[src/rtl/bcd_counter_chain_if.sv]
// ---------------------------------------------------------------------------
// bcd_counter_chain_if
// Control/status bundle for the multi-digit BCD counter.
//   master : drives clr, load, load_val, enable, up, limit;
//            observes count, tc, ovf, load_err
//   slave  : the counter itself (inverse directions)
// There is no valid/ready handshake on this bundle. Every control input is
// sampled on each rising clock edge, and every status output is valid in
// every cycle.
// ---------------------------------------------------------------------------
interface bcd_counter_chain_if #(
    parameter int DIGITS = 4
);
    localparam int W = 4 * DIGITS;

    logic         clr;
    logic         load;
    logic [W-1:0] load_val;
    logic         enable;
    logic         up;
    logic [W-1:0] limit;
    logic [W-1:0] count;
    logic         tc;
    logic         ovf;
    logic         load_err;

    modport master (
        output clr, load, load_val, enable, up, limit,
        input  count, tc, ovf, load_err
    );

    modport slave (
        input  clr, load, load_val, enable, up, limit,
        output count, tc, ovf, load_err
    );
endinterface

[src/rtl/bcd_counter_chain.sv]
// ---------------------------------------------------------------------------
// bcd_counter_chain
// Up/down counter made of DIGITS cascaded decimal digits. The count runs
// against an inclusive, programmable BCD limit. WRAP selects the behaviour
// at the boundary: 1 = wrap, 0 = saturate.
//   clk, rst_n : rising-edge clock; asynchronous active-low reset
//   bus.slave  : clr/load/load_val/enable/up/limit in;
//                count/tc/ovf/load_err out
// Priority per edge: clr > load > enable > hold.
// tc is combinational. ovf and load_err are registered one-cycle pulses.
// ---------------------------------------------------------------------------
module bcd_counter_chain #(
    parameter int DIGITS = 4,
    parameter bit WRAP   = 1'b1
) (
    input  logic                clk,
    input  logic                rst_n,
    bcd_counter_chain_if.slave  bus
);
    localparam int W = 4 * DIGITS;

    logic [W-1:0] count_q, count_d;
    logic         ovf_q, ovf_d;
    logic         load_err_q, load_err_d;

    logic [W-1:0] lim_s;
    logic [W-1:0] load_s;
    logic         load_bad;
    logic         at_top;
    logic         at_zero;
    logic         above;

    // Replace every non-BCD digit with 'sub'. Also flags whether any digit
    // was replaced.
    function automatic logic [W:0] sanitize(input logic [W-1:0] v,
                                            input logic [3:0]   sub);
        logic [W-1:0] r;
        logic         bad;
        r   = v;
        bad = 1'b0;
        for (int k = 0; k < DIGITS; k++) begin
            if (v[4*k +: 4] > 4'd9) begin
                r[4*k +: 4] = sub;
                bad         = 1'b1;
            end
        end
        return {bad, r};
    endfunction

    // The carry moves into digit k+1 only while every lower digit rolls 9->0.
    function automatic logic [W-1:0] bcd_inc(input logic [W-1:0] v);
        logic [W-1:0] r;
        logic         c;
        r = v;
        c = 1'b1;
        for (int k = 0; k < DIGITS; k++) begin
            if (c) begin
                if (v[4*k +: 4] == 4'd9) begin
                    r[4*k +: 4] = 4'd0;
                end else begin
                    r[4*k +: 4] = v[4*k +: 4] + 4'd1;
                    c           = 1'b0;
                end
            end
        end
        return r;
    endfunction

    // The borrow moves into digit k+1 only while every lower digit rolls 0->9.
    function automatic logic [W-1:0] bcd_dec(input logic [W-1:0] v);
        logic [W-1:0] r;
        logic         b;
        r = v;
        b = 1'b1;
        for (int k = 0; k < DIGITS; k++) begin
            if (b) begin
                if (v[4*k +: 4] == 4'd0) begin
                    r[4*k +: 4] = 4'd9;
                end else begin
                    r[4*k +: 4] = v[4*k +: 4] - 4'd1;
                    b           = 1'b0;
                end
            end
        end
        return r;
    endfunction

    logic [W:0] lim_full;
    logic [W:0] load_full;

    always_comb begin
        lim_full  = sanitize(bus.limit, 4'd9);
        load_full = sanitize(bus.load_val, 4'd0);
        lim_s     = lim_full[W-1:0];
        load_s    = load_full[W-1:0];
        load_bad  = load_full[W];
        // Both operands hold only valid BCD digits. A plain unsigned compare
        // of the packed vectors therefore equals a numeric decimal compare.
        at_top    = (count_q >= lim_s);
        above     = (count_q > lim_s);
        at_zero   = (count_q == '0);
    end

    always_comb begin
        count_d    = count_q;
        ovf_d      = 1'b0;
        load_err_d = 1'b0;
        if (bus.clr) begin
            count_d = '0;
        end else if (bus.load) begin
            count_d    = load_s;
            load_err_d = load_bad;
        end else if (bus.enable) begin
            if (bus.up) begin
                if (at_top) begin
                    count_d = WRAP ? '0 : count_q;
                    ovf_d   = 1'b1;
                end else begin
                    count_d = bcd_inc(count_q);
                end
            end else begin
                if (at_zero) begin
                    count_d = WRAP ? lim_s : count_q;
                    ovf_d   = 1'b1;
                end else if (above) begin
                    // A count above the limit re-enters the range at the
                    // limit. This is not a boundary event, so ovf stays low.
                    count_d = lim_s;
                end else begin
                    count_d = bcd_dec(count_q);
                end
            end
        end
    end

    always_ff @(posedge clk or negedge rst_n) begin
        if (!rst_n) begin
            count_q    <= '0;
            ovf_q      <= 1'b0;
            load_err_q <= 1'b0;
        end else begin
            count_q    <= count_d;
            ovf_q      <= ovf_d;
            load_err_q <= load_err_d;
        end
    end

    assign bus.count    = count_q;
    assign bus.ovf      = ovf_q;
    assign bus.load_err = load_err_q;
    assign bus.tc       = bus.up ? at_top : at_zero;
endmodule

[src/flat_wrapper.sv]
// flat-port wrapper written by rule: the top's interface ports become plain ports
module bcd_counter_chain_flat 
#(
    parameter int DIGITS = 4,
    parameter bit WRAP   = 1'b1
)
  (clk, rst_n, bus_clr, bus_load, bus_load_val, bus_enable, bus_up, bus_limit, bus_count, bus_tc, bus_ovf, bus_load_err);
  bcd_counter_chain_if #(.DIGITS(DIGITS)) bus_i ();
  input  logic clk;
  input  logic rst_n;
  input wire logic [$bits(bus_i.clr)-1:0] bus_clr;
  input wire logic [$bits(bus_i.load)-1:0] bus_load;
  input wire logic [$bits(bus_i.load_val)-1:0] bus_load_val;
  input wire logic [$bits(bus_i.enable)-1:0] bus_enable;
  input wire logic [$bits(bus_i.up)-1:0] bus_up;
  input wire logic [$bits(bus_i.limit)-1:0] bus_limit;
  output wire logic [$bits(bus_i.count)-1:0] bus_count;
  output wire logic [$bits(bus_i.tc)-1:0] bus_tc;
  output wire logic [$bits(bus_i.ovf)-1:0] bus_ovf;
  output wire logic [$bits(bus_i.load_err)-1:0] bus_load_err;
  assign bus_i.clr = bus_clr;
  assign bus_i.load = bus_load;
  assign bus_i.load_val = bus_load_val;
  assign bus_i.enable = bus_enable;
  assign bus_i.up = bus_up;
  assign bus_i.limit = bus_limit;
  assign bus_count = bus_i.count;
  assign bus_tc = bus_i.tc;
  assign bus_ovf = bus_i.ovf;
  assign bus_load_err = bus_i.load_err;
  bcd_counter_chain #(.DIGITS(DIGITS), .WRAP(WRAP)) u_core (.clk(clk), .rst_n(rst_n), .bus(bus_i));
endmodule
[config.mk]
export PLATFORM = sky130hd
export DESIGN_NAME = bcd_counter_chain_flat
export DESIGN_NICKNAME = d
export VERILOG_FILES = /design/src/rtl/bcd_counter_chain_if.sv /design/src/rtl/bcd_counter_chain.sv /design/src/flat_wrapper.sv
export SDC_FILE = /design/constraint.sdc
export NUM_CORES = 1
export LEC_CHECK = 0
export ABC_AREA = 0
export BUFFER_PORTS_ARGS = -buffer_cell sky130_fd_sc_hd__buf_2
export CORE_UTILIZATION = 55
export CTS_CLUSTER_SIZE = 24
export DETAILED_ROUTE_END_ITERATION = 8
export GPL_ROUTABILITY_DRIVEN = 0
export PLACE_DENSITY = 0.8
export SYNTH_ARGS = -nofsm -noshare
export SYNTH_HDL_FRONTEND = slang
export SYNTH_SLANG_ARGS = --single-unit
export TNS_END_PERCENT = 5
[constraint.sdc]
create_clock -name clk -period 5.4 [get_ports clk]
set_clock_uncertainty 0.15 [all_clocks]
set_input_delay 0.27 -clock clk [delete_from_list [all_inputs] [get_ports clk]]
set_output_delay 0.27 -clock clk [all_outputs]
set_load 0.02 [all_outputs]
# Word-level counts from Yosys, hierarchy flattened
# Index checks and enable logic that the tools add are counted.
[totals] reg_bits=18 input_bits=38
[classes] n_addsub=8 order_cmp=10 eq_ne=7 mux=85 n_reduce_logical=12
[ops] operator="16-bit 2-to-1 mux" n=7
[ops] operator="4-bit 2-to-1 mux" n=22
[ops] operator="1-bit 2-to-1 mux" n=56
[ops] operator="4-bit > comparator (second input constant)" n=8
[ops] operator="6-bit nonzero test" n=3
[ops] operator="4-bit by 1-bit adder with 4-bit output (second input constant)" n=4
[ops] operator="4-bit equality test (second input constant)" n=4
[ops] operator="16-bit >= comparator" n=1
[ops] operator="16-bit > comparator" n=1
[ops] operator="16-bit zero test" n=1
[ops] operator="4-bit zero test" n=4
[ops] operator="4-bit by 1-bit subtractor with 4-bit output (second input constant)" n=4
[ops] operator="5-bit by 3-bit inequality test with 1-bit output (second input constant)" n=3
[ops] operator="3-bit AND reduction" n=3
[ops] operator="3-bit nonzero test" n=1

# Logic depth before layout (Yosys ltp)
# Gate-level depths: netlist of the first run.
[depth] ltp_word=30 ltp_mapped=13 depth_no_buf=11

# Worst setup path before layout of the first run
# Ideal clock, no wire load.
[synth_path] path_type="register to register" startpoint="register u_core.count_q[13], in the netlist u_core.bus.count[13]" endpoint="register u_core.ovf_q, in the netlist u_core.bus.ovf" setup_ps=120 arrival_ps=2585 path_slack_ps=2546 path_stages_with_launch=10 path_buffers=1 path_cell_list="dfrtp_1 ha_1 a211oi_2 nor2_1 or3_4 or3_1 buf_6 nand2_1 o21ai_0 and3_1"
[synth_via] elab_chain_len=6 elab_cells_between_ends=8 classes_between="1 x order compare; 6 x mux; 1 x reduce/logical"
[synth_rtl] element="from (decl)" line_no="bcd_counter_chain.sv:22" rtl="logic [W-1:0] count_q, count_d;"
[synth_rtl] element="from (signal assigned)" line_no="bcd_counter_chain.sv:142" rtl="count_q <= count_d;"
[synth_rtl] element="16-bit >= comparator / 16-bit zero test (equally long branches)" line_no="bcd_counter_chain.sv:99, bcd_counter_chain.sv:101"
[synth_rtl] element="1-bit 2-to-1 mux (on tied branches)" line_no="bcd_counter_chain.sv:115, bcd_counter_chain.sv:122"
[synth_rtl] element="1-bit 2-to-1 mux (*)" line_no="bcd_counter_chain.sv:114" rtl="if (bus.up) begin"
[synth_rtl] element="1-bit 2-to-1 mux (*)" line_no="bcd_counter_chain.sv:113" rtl="end else if (bus.enable) begin"
[synth_rtl] element="1-bit 2-to-1 mux (*)" line_no="bcd_counter_chain.sv:110" rtl="end else if (bus.load) begin"
[synth_rtl] element="1-bit 2-to-1 mux (*)" line_no="bcd_counter_chain.sv:108" rtl="if (bus.clr) begin"
[synth_rtl] element="via u_core.ovf_d" line_no="bcd_counter_chain.sv:23" rtl="logic ovf_q, ovf_d;"
[synth_rtl] element="to (signal assigned)" line_no="bcd_counter_chain.sv:143" rtl="ovf_q <= ovf_d;"
[synth_rtl] element="to (decl)" line_no="bcd_counter_chain.sv:23"
# Mark *: on every way through the listed nets, which the timed path passes. The rest lies on a longest branch.
# A chain may end at the register's enable or synchronous reset.

# Worst setup path in the final report of the first run
[layout_path] startpoint="register u_core.count_q[14], in the netlist u_core.bus.count[14]" endpoint="register u_core.count_q[13], in the netlist u_core.bus.count[13]"
[layout_via] elab_chain_len=9 elab_cells_between_ends=19 classes_between="2 x order compare; 2 x eq/ne; 11 x mux; 4 x reduce/logical"
[layout_rtl] element="branches (longest 9 deep; another with 16-bit > comparator)"
# Several ways; the timed one is not identified. The select of a mux whose other input is x is not followed.

==> flow_summary_export.csv, run 1 <==
group,metric,value,unit
sta,fin_crit,3.17,ns
global_route,grt_max_degree,29,
clock_tree,clk_latency,0.26,ns
layout,antenna_cells,0,
clock_tree,cts_root_buf,"clkbuf_8",
clock_tree,clk_path_buf_depth,2,
die,rows,24,
global_route,grt_pass1_vias,2649,
detailed_routing,drt_iter0_drc,250,
sta,relSlewSlack,35.4,%
sta,slew_viol_final,0,
die,ioPinCount,57,
sta,finalCritPeriodShare,58.8,%
synth,ys_types,63,
global_route,use_met3,2.49,%
place,portBuffers,56,
layout,layout_common_cells,"56 x buf_2, 37 x nand2_1, 30 x nor2_1",
critical_path,crit_type,"flop to flop",
die,fp.dieW,69.0,um
clock_tree,clock_sinks,18,
critical_path,cp.arrival,3.15,ns
sta,worst_pin_slew,0.962,ns
synth,synth-main-ff-cell,"dfrtp_1",
layout,stdcell_count,427,
global_route,grt_use_met1,41.5,%
critical_path,regToRegSetupSlack,2.23,ns
pwr,power.leakage,1.33,nW
synth,syn_area,2470,sq um
global_route,grt_overflow_total,0,
global_route,use_met2,52.2,%
synth,synth_edf_count,0,
critical_path,crit_path_max_fanout,11,
layout,layout.nets,442,
critical_path,end_kind,"flop",
place,dp_hpwl,5480,um
critical_path,required,5.37,ns
global_route,grt_pass1_wl,12300,um
sta,max_freq,0.315,GHz
die,core,4320,sq um
synth,ys_ff_latch,18,
synth,synth_async_sr_flop_share,100,%
sta,timing.setup.tns,0,ns
detailed_routing,vias_per_cell,6.52,
global_route,grt_usage,31.2,%
status,outcome,"complete, no violations",
detailed_routing,wire_per_inst,16.9,um
detailed_routing,routed_wl,7200,um
critical_path,crit_buf_inv,0,
layout,layout-drive-gt1-share,21.9,%
critical_path,cp_top_family,"compound AO/OA/AOI/OAI gates",
hold_path,hold_path_class,"input pin to flop",
layout,fillers,419,
die,start_util,57.1,%
die,die_y,69.0,um
place,post-place-cells,422,
critical_path,max_stage_delay,0.51,ns
sta,holdWs,0.229,ns
job,drv_cap,0,
detailed_routing,vias,2783,
detailed_routing,drt_first_pass_iters,5,
clock_tree,cts_tree,"done",
critical_path,start_kind,"flop",
clock_tree,clk_pin_slew,0.08,ns
clock_tree,postCtsSetupRepairBufs,0,
sta,hold_viol_final,0,
synth,syn_nets,390,
synth,yosysSeqAreaShare,18.2,%
synth,ys_warn_count,0,
synth,syn_area_per_cell,7.62,sq um
layout,synthToLayoutAreaGrowth,14.5,%
clock_tree,h-tree-depth,1,
die,dieArea,4760,sq um
critical_path,cp_cell_sequence,"ha_1, nand4_2, nor3_1, o31ai_2, and2_1, a221o_1, o41ai_1",
critical_path,slowest_stage,"o41ai_1",
pwr,ir_drop,103,uV
pwr,cellPowerDensity,243,nW/um^2
sta,rsz0062_at_grt,"no",
global_route,antenna_found_initial,0,
layout,final_common_cell,"buf_2",
clock_tree,numCtsBuffers,3,
sta,finalSetupViolCount,0,
detailed_routing,ant_nets,0,
global_route,top_usage_layer,"met2",
synth,synth_cells,324,
detailed_routing,drc_errors,0,
routing by layer:
metal	vias up	wire length (um)	share of wire [%]
met5	-	0	0
met4	0	230	3.2
met3	21	433	6.0
met2	126	3300	46
met1	1310	3240	45
li1	1326	-	-
what timing repair did:
item,CTS,global route
hold buffers,1,0
gates resized for setup,0,0
endpoints found under the hold margin,18,0
cell type report:
| cell class | count | area [sq um] | area share [%] |
|---|---|---|---|
| repair buffers | 58 | 298 | 10.5 |
| flip-flops and latches | 18 | 450 | 15.9 |
| multi-input cells | 274 | 1880 | 66.5 |
| well taps | 52 | 65.1 | 2.30 |
| clock buffers | 4 | 55.1 | 1.95 |
| inverters | 21 | 78.8 | 2.79 |
where the power goes:
| part | total [mW] | switching (mW) | internal, mW | leakage [nW] |
|---|---|---|---|---|
| Combinational | 0.377 | 0.230 | 0.147 | 1.06 |
| Clock | 0.119 | 0.0540 | 0.0650 | 0.0288 |
| Sequential | 0.192 | 0.0409 | 0.151 | 0.239 |
| Total | 0.688 | 0.325 | 0.363 | 1.33 |
cells in the mapped netlist (all sizes together) (4+ instances only):
cell type  instances  area (sq um)
a211oi             4          35.0
a21oi             25           129
a221o              5          51.3
a31oi              5          31.3
a32o               6          60.1
and3               5          31.3
buf                4          32.5
clkbuf             7          26.3
dfrtp             18           450
ha                28           350
inv               21          78.8
nand2             37           139
nand2b             5          31.3
nand3             20           105
nand4              5          37.5
nor2              30           113
nor2b              5          31.3
nor3               9          55.1
o21a               4          30.0
o21ai             23           119
o41ai              8           100
stage by stage:
stage	utilization [%]	setup WS [ns]	power, mW	cell area [sq um]
after floorplan	-	2.55	0.467	2470
after CTS	65.4	2.25	0.680	2830
after global routing	65.4	2.11	0.735	2830
after detailed placement	63.9	2.22	0.562	2760
final	65.4	2.23	0.688	2830
after global placement	63.9	2.26	0.555	2760
worst register-to-register path, cell delays in order (launching register included):
cell and delay (ns):
dfrtp_1 0.50, ha_1 0.36, nand4_2 0.19, nor3_1 0.46, o31ai_2 0.16, and2_1 0.23, a221o_1 0.46, o41ai_1 0.52
cell families after synthesis:
| family | Yosys count | synth area share (%) |
|---|---|---|
| AO/OA/AOI/OAI | 103 | 30.7 |
| XOR/XNOR | 5 | 1.77 |
| adder cells (fa/ha/maj) | 28 | 14.2 |
| buffers and inverters | 32 | 5.57 |
| flip-flops | 18 | 18.2 |
| multiplexers | 4 | 1.67 |
| AND/OR/NAND/NOR | 134 | 27.9 |
registers in the layout (all words and copies together), names as in the netlist:
name	flops
u_core.bus.load_err	1
u_core.bus.ovf	1
u_core.bus.count	16
worst paths after layout:
| kind | from | endpoint | cells past startpoint |
|---|---|---|---|
| setup reg to reg | u_core.bus.count[14]$_DFFE_PN0P_ | u_core.bus.count[13]$_DFFE_PN0P_ | 7 |
| setup / recovery | u_core.bus.count[14]$_DFFE_PN0P_ | u_core.bus.count[13]$_DFFE_PN0P_ | 7 |
| min in group asynchronous | rst_n | u_core.bus.count[7]$_DFFE_PN0P_ | 2 |
| hold reg to reg | u_core.bus.count[11]$_DFFE_PN0P_ | u_core.bus.count[11]$_DFFE_PN0P_ | 2 |
| hold / removal | bus_load_val[4] | u_core.bus.count[4]$_DFFE_PN0P_ | 5 |
| max in group asynchronous | rst_n | u_core.bus.count[8]$_DFFE_PN0P_ | 2 |
Power figures use the tool's default switching activity.
==> inputs of run 2 (changes only) <==
--- a/config.mk
+++ b/config.mk
@@ -7,11 +7,11 @@
 export LEC_CHECK = 0
 export ABC_AREA = 0
 export BUFFER_PORTS_ARGS = -buffer_cell sky130_fd_sc_hd__buf_2
-export CORE_UTILIZATION = 55
+export CORE_UTILIZATION = 50
 export CTS_CLUSTER_SIZE = 24
 export DETAILED_ROUTE_END_ITERATION = 8
 export GPL_ROUTABILITY_DRIVEN = 0
-export PLACE_DENSITY = 0.8
+export PLACE_DENSITY = 0.77
 export SYNTH_ARGS = -nofsm -noshare
 export SYNTH_HDL_FRONTEND = slang
 export SYNTH_SLANG_ARGS = --single-unit
==> constraint.sdc (replaced) <==
create_clock -name clk -period 2.63 [get_ports clk]
set_clock_uncertainty 0.15 [all_clocks]
set_input_delay 0.1315 -clock clk [delete_from_list [all_inputs] [get_ports clk]]
set_output_delay 0.1315 -clock clk [all_outputs]
set_load 0.02 [all_outputs]
==> flow_summary_export.csv, run 2 (same netlist as run 1, synthesis figures left out) <==
group,metric,value,unit
job,drv_cap,0,
global_route,grt_usage,36.9,%
status,outcome,"finished with violations",
place,dp_slack,-0.278,ns
sta,holdWs,0.0724,ns
layout,final_common_cell,"buf_4",
sta,setup_slack,-0.301,ns
sta,relSlewSlack,38.1,%
sta,slew_viol_final,0,
layout,layout-drive-gt1-share,45.6,%
detailed_routing,drt_iter0_drc,399,
pwr,combPwrFrac,69.2,%
critical_path,cp_top_family,"simple AND/OR/NAND/NOR gates",
clock_tree,numCtsBuffers,3,
global_route,antenna_found_initial,0,
place,placed_area,3470,sq um
hold_path,hold_depth,5,
global_route,grt_overflow_total,0,
critical_path,required,2.61,ns
detailed_routing,drc_errors,0,
layout,antenna_cells,0,
clock_tree,cts_tree,"done",
critical_path,slowest_stage,"or4b_4",
layout,fillers,300,
pwr,power,1.92,mW
pwr,pwr-share-clk,12.0,%
critical_path,crit_path_max_fanout,4,
layout,layout.nets,514,
sta,rsz0062_at_grt,"yes",
die,start_util,52.3,%
place,portBuffers,56,
pwr,p_sw,0.877,mW
layout,largest_reg_flops,16,
sta,finalSetupViolCount,17,
critical_path,start_kind,"flop",
die,ioPinCount,57,
layout,stdcell_count,514,
global_route,grt_pass1_wl,15000,um
detailed_routing,vias_per_cell,6.46,
place,dp_hpwl,6550,um
clock_tree,clk_path_buf_depth,2,
detailed_routing,drt_first_pass_iters,6,
pwr,cellPowerDensity,510,nW/um^2
critical_path,r2r_cells,10,
detailed_routing,ant_nets,0,
critical_path,max_stage_delay,0.57,ns
die,fp.dieW,72.3,um
critical_path,end_kind,"flop",
hold_path,whs_endpoint,"u_core.bus.count[4]$_DFFE_PN0P_",
clock_tree,clock_sinks,18,
pwr,intPower,1.04,mW
layout,multiInputGateArea,2200,sq um
detailed_routing,vias,3321,
sta,timing.setup.tns,-3.13,ns
critical_path,reg2reg_to,"u_core.bus.count[13]$_DFFE_PN0P_",
status,violations,"setup timing",
detailed_routing,wire_per_inst,19.0,um
die,dieArea,5230,sq um
die,rows,25,
critical_path,crit_buf_inv,2,
critical_path,cp_cell_sequence,"ha_4, nand4_4, buf_6, or4b_4, o211ai_4, and2_4, buf_4, a21oi_1, o21a_1, o41ai_1",
pwr,p_seq_share,18.8,%
critical_path,cp.arrival,2.91,ns
global_route,grt_pass1_vias,3233,
place,post-place-cells,506,
layout,register_area,469,sq um
detailed_routing,routed_wl,9790,um
sta,worst_pin_slew,0.922,ns
hold_path,hold_path_class,"input pin to flop",
critical_path,crit_type,"flop to flop",
sta,finalCritPeriodShare,111,%
clock_tree,clk_pin_slew,0.09,ns
pwr,switching_share,45.8,%
global_route,grt_max_degree,29,
pwr,power.leakage,1.69,nW
hold_path,hp-start,"bus_load_val[4]",
pwr,ir_drop,287,uV
critical_path,r2r_start,"u_core.bus.count[12]$_DFFE_PN0P_",
clock_tree,h-tree-depth,1,
sta,max_freq,0.341,GHz
layout,synthToLayoutAreaGrowth,52.1,%
layout,final_area,3760,sq um
layout,fin_util,79.5,%
die,die_y,72.3,um
die,core,4720,sq um
critical_path,regToRegSetupSlack,-0.30,ns
layout,layout_common_cells,"67 x buf_4, 55 x buf_2, 34 x nand2_1",
sta,hold_viol_final,0,
sta,fin_crit,2.93,ns
clock_tree,clk_latency,0.27,ns
clock_tree,cts_root_buf,"clkbuf_8",
## run 2: cell types whose count changed in the layout (fill, tap and decap cells not counted), sizes merged
| cell | change |
|---|---|
| buf | +72 |
## run 2: area by class of cell
| type | count | area share [%] |
|---|---|---|
| Inverter | 21 | 2.10 |
| Tap cell | 67 | 2.23 |
| Clock buffer | 4 | 1.20 |
| Multi-Input combinational cell | 274 | 58.7 |
| Sequential cell | 18 | 12.5 |
| Timing Repair Buffer | 130 | 23.3 |
## run 2: repair_timing
item,4_1_cts,5_1_grt
setup endpoints to repair,18,18
setup buffers,3,0
hold buffers,1,0
hold endpoints to repair,18,0
resized for setup,30,10
pin swaps,20,5
## run 2: worst max-delay path by stage
| stage | cells after the start | end | slack (ns) | startpoint |
|---|---|---|---|---|
| 3_5_place_dp | 12 | u_core.bus.count[7]$_DFFE_PN0P_ | -0.28 | bus_limit[2] |
| 5_1_grt | 9 | u_core.bus.count[6]$_DFFE_PN0P_ | -0.39 | u_core.bus.count[14]$_DFFE_PN0P_ |
| 3_3_place_gp | 13 | u_core.bus.count[7]$_DFFE_PN0P_ | -0.23 | bus_limit[15] |
| 6_report | 10 | u_core.bus.count[13]$_DFFE_PN0P_ | -0.30 | u_core.bus.count[12]$_DFFE_PN0P_ |
| 4_1_cts | 10 | u_core.bus.count[7]$_DFFE_PN0P_ | -0.17 | u_core.bus.count[14]$_DFFE_PN0P_ |
| 2_1_floorplan | 10 | u_core.bus.count[14]$_DFFE_PN0P_ | -0.02 | u_core.bus.count[0]$_DFFE_PN0P_ |
## run 2: power by group through the flow
stage | Sequential (mW) | Combinational (mW) | Clock [mW]
after floorplan | 0.430 | 0.590 | 0
after global placement | 0.358 | 1.07 | 0
after detailed placement | 0.359 | 1.10 | 0
after CTS | 0.359 | 1.21 | 0.228
after global routing | 0.363 | 1.41 | 0.237
final | 0.361 | 1.33 | 0.229
## run 2: worst min-delay path: cells and delay by family
family,cells,cell delay [ns]
AO/OA/AOI/OAI,2,0.12
AND/OR/NAND/NOR,2,0.13
buffers and inverters,1,0.10
## run 2: per-layer routing
layer  vias up  global-route usage (%)  wire (um)
met5         -                       0          0
met3        78                    5.56        808
met1      1532                    45.7       3890
met4         0                    19.2        599
li1       1474                       -          -
met2       237                    61.9       4490
==> inputs of run 3 (changes only) <==
--- a/config.mk
+++ b/config.mk
@@ -7,11 +7,11 @@
 export LEC_CHECK = 0
 export ABC_AREA = 0
 export BUFFER_PORTS_ARGS = -buffer_cell sky130_fd_sc_hd__buf_2
-export CORE_UTILIZATION = 50
+export CORE_UTILIZATION = 45
 export CTS_CLUSTER_SIZE = 24
 export DETAILED_ROUTE_END_ITERATION = 8
 export GPL_ROUTABILITY_DRIVEN = 0
-export PLACE_DENSITY = 0.77
+export PLACE_DENSITY_LB_ADDON = 0.2
 export SYNTH_ARGS = -nofsm -noshare
 export SYNTH_HDL_FRONTEND = slang
 export SYNTH_SLANG_ARGS = --single-unit
==> flow_summary_export.csv, run 3 (same netlist as run 1, synthesis figures left out) <==
group,metric,value,unit
pwr,power.leakage,1.75,nW
critical_path,start_kind,"flop",
sta,finalSetupViolCount,17,
layout,layout_common_cells,"76 x buf_4, 55 x buf_2, 35 x nand2_1",
layout,synthToLayoutAreaGrowth,55.3,%
detailed_routing,routed_wl,8800,um
clock_tree,numCtsBuffers,3,
place,dp_hpwl,6510,um
clock_tree,cts_tree,"done",
layout,final_common_cell,"buf_4",
status,outcome,"finished with violations",
sta,holdWs,0.0899,ns
critical_path,end_kind,"flop",
global_route,grt_overflow_total,0,
critical_path,crit_path_max_fanout,5,
clock_tree,clk_path_buf_depth,2,
sta,finalCritPeriodShare,110,%
status,violations,"setup timing",
sta,max_freq,0.347,GHz
layout,largest_reg_flops,16,
place,portBuffers,56,
sta,fin_crit,2.89,ns
critical_path,slowest_stage,"or4b_4",
critical_path,cp_cell_sequence,"ha_4, nand4_4, buf_6, or4b_4, o211ai_4, nand3_4, bufbuf_16, a31o_2, a32o_1",
clock_tree,clk_latency,0.27,ns
detailed_routing,drc_errors,0,
detailed_routing,ant_nets,0,
sta,rsz0062_at_grt,"yes",
detailed_routing,wire_per_inst,16.8,um
critical_path,max_stage_delay,0.57,ns
detailed_routing,drt_iter0_drc,239,
sta,hold_viol_final,0,
detailed_routing,vias,3079,
global_route,grt_pass1_vias,2903,
critical_path,crit_type,"flop to flop",
die,rows,26,
hold_path,hold_depth,3,
sta,relSlewSlack,63.5,%
die,fp.dieW,76.1,um
detailed_routing,vias_per_cell,5.86,
critical_path,cp.arrival,2.90,ns
pwr,ir_drop,276,uV
layout,layout.nets,522,
global_route,grt_usage,30.3,%
die,start_util,47.5,%
sta,setup_slack,-0.255,ns
hold_path,hold_path_class,"input pin to flop",
global_route,grt_max_degree,29,
job,drv_cap,0,
layout,fillers,377,
detailed_routing,drt_first_pass_iters,5,
die,dieArea,5790,sq um
global_route,antenna_found_initial,0,
die,core,5200,sq um
global_route,grt_pass1_wl,14000,um
clock_tree,clock_sinks,18,
layout,fin_util,73.7,%
clock_tree,h-tree-depth,1,
sta,slew_viol_final,0,
die,die_y,76.1,um
sta,worst_pin_slew,0.534,ns
critical_path,required,2.65,ns
clock_tree,clk_pin_slew,0.09,ns
layout,layout-drive-gt1-share,46.4,%
clock_tree,cts_root_buf,"clkbuf_8",
critical_path,r2r_cells,9,
die,ioPinCount,57,
pwr,cellPowerDensity,505,nW/um^2
layout,antenna_cells,0,
run 3: changes by cell type in the layout (fill, tap and decap cells not counted), moves of 2 or more:
cell / change
buf_6: -2
buf_4: +9
o41ai_1: -2
a21oi_1: +3
o41ai_2: +2
a21oi_4: -2
run 3: final timing paths:
path / startpoint / end / slack [ns]
setup / recovery: u_core.bus.count[15]$_DFFE_PN0P_ / u_core.bus.count[9]$_DFFE_PN0P_ / -0.26
setup reg to reg: u_core.bus.count[15]$_DFFE_PN0P_ / u_core.bus.count[9]$_DFFE_PN0P_ / -0.26
hold reg to reg: u_core.bus.count[9]$_DFFE_PN0P_ / u_core.bus.count[9]$_DFFE_PN0P_ / 0.53
min in group asynchronous: rst_n / u_core.bus.count[15]$_DFFE_PN0P_ / 0.20
hold / removal: bus_load_val[8] / u_core.bus.count[8]$_DFFE_PN0P_ / 0.09
max in group asynchronous: rst_n / u_core.bus.count[1]$_DFFE_PN0P_ / 1.76
run 3: worst max-delay path, delay by kind of cell (launching register included):
| family | cells | cell delay (ns) |
|---|---|---|
| adder cells (fa/ha/maj) | 1 | 0.29 |
| buffers and inverters | 2 | 0.44 |
| AO/OA/AOI/OAI | 3 | 0.63 |
| flip-flops | 1 | 0.44 |
| AND/OR/NAND/NOR | 3 | 0.83 |
run 3: area by class of cell:
cell class              count  area (sq um)  share of cell area (%)
multi-input cells         274          2190                    57.1
clock buffers               4          55.1                    1.44
repair buffers            138           953                    24.9
well taps                  70          87.6                    2.28
inverters                  21          78.8                    2.05
flip-flops and latches     18           469                    12.2
run 3: power by group:
group / switching (mW) / internal (mW)
Sequential: 0.0404 / 0.317
Combinational: 0.676 / 0.650
Clock: 0.119 / 0.134
Total: 0.836 / 1.10
run 3: what timing repair did:
| action | CTS | global route |
|---|---|---|
| buffers inserted | 5 | 1 |
| endpoints found under the setup margin | 18 | 18 |
| pin swaps | 11 | 10 |
| gates cloned | 1 | 0 |
| hold buffers | 1 | 0 |
| resized for setup | 17 | 16 |
| endpoints found under the hold margin | 18 | 0 |
run 3: per-layer routing:
| layer | vias to the layer above | wire, um | global-route usage [%] |
|---|---|---|---|
| met2 | 152 | 4100 | 49.5 |
| li1 | 1483 | - | - |
| met1 | 1416 | 3860 | 40.0 |
| met3 | 28 | 575 | 2.99 |
| met4 | 0 | 264 | 14.4 |
| met5 | - | 0 | 0 |
run 3: per-stage QoR:
step	instances	total power, mW	setup TNS [ns]	instance area (sq um)	worst slack, ns
2_1_floorplan	324	1.02	-0.0219	2630	-0.0153
3_3_place_gp	514	1.45	-3.22	3510	-0.236
3_5_place_dp	514	1.47	-3.92	3510	-0.317
4_1_cts	524	1.86	-2.40	3750	-0.241
5_1_grt	525	2.05	-3.78	3840	-0.297
6_report	525	1.94	-2.79	3840	-0.255
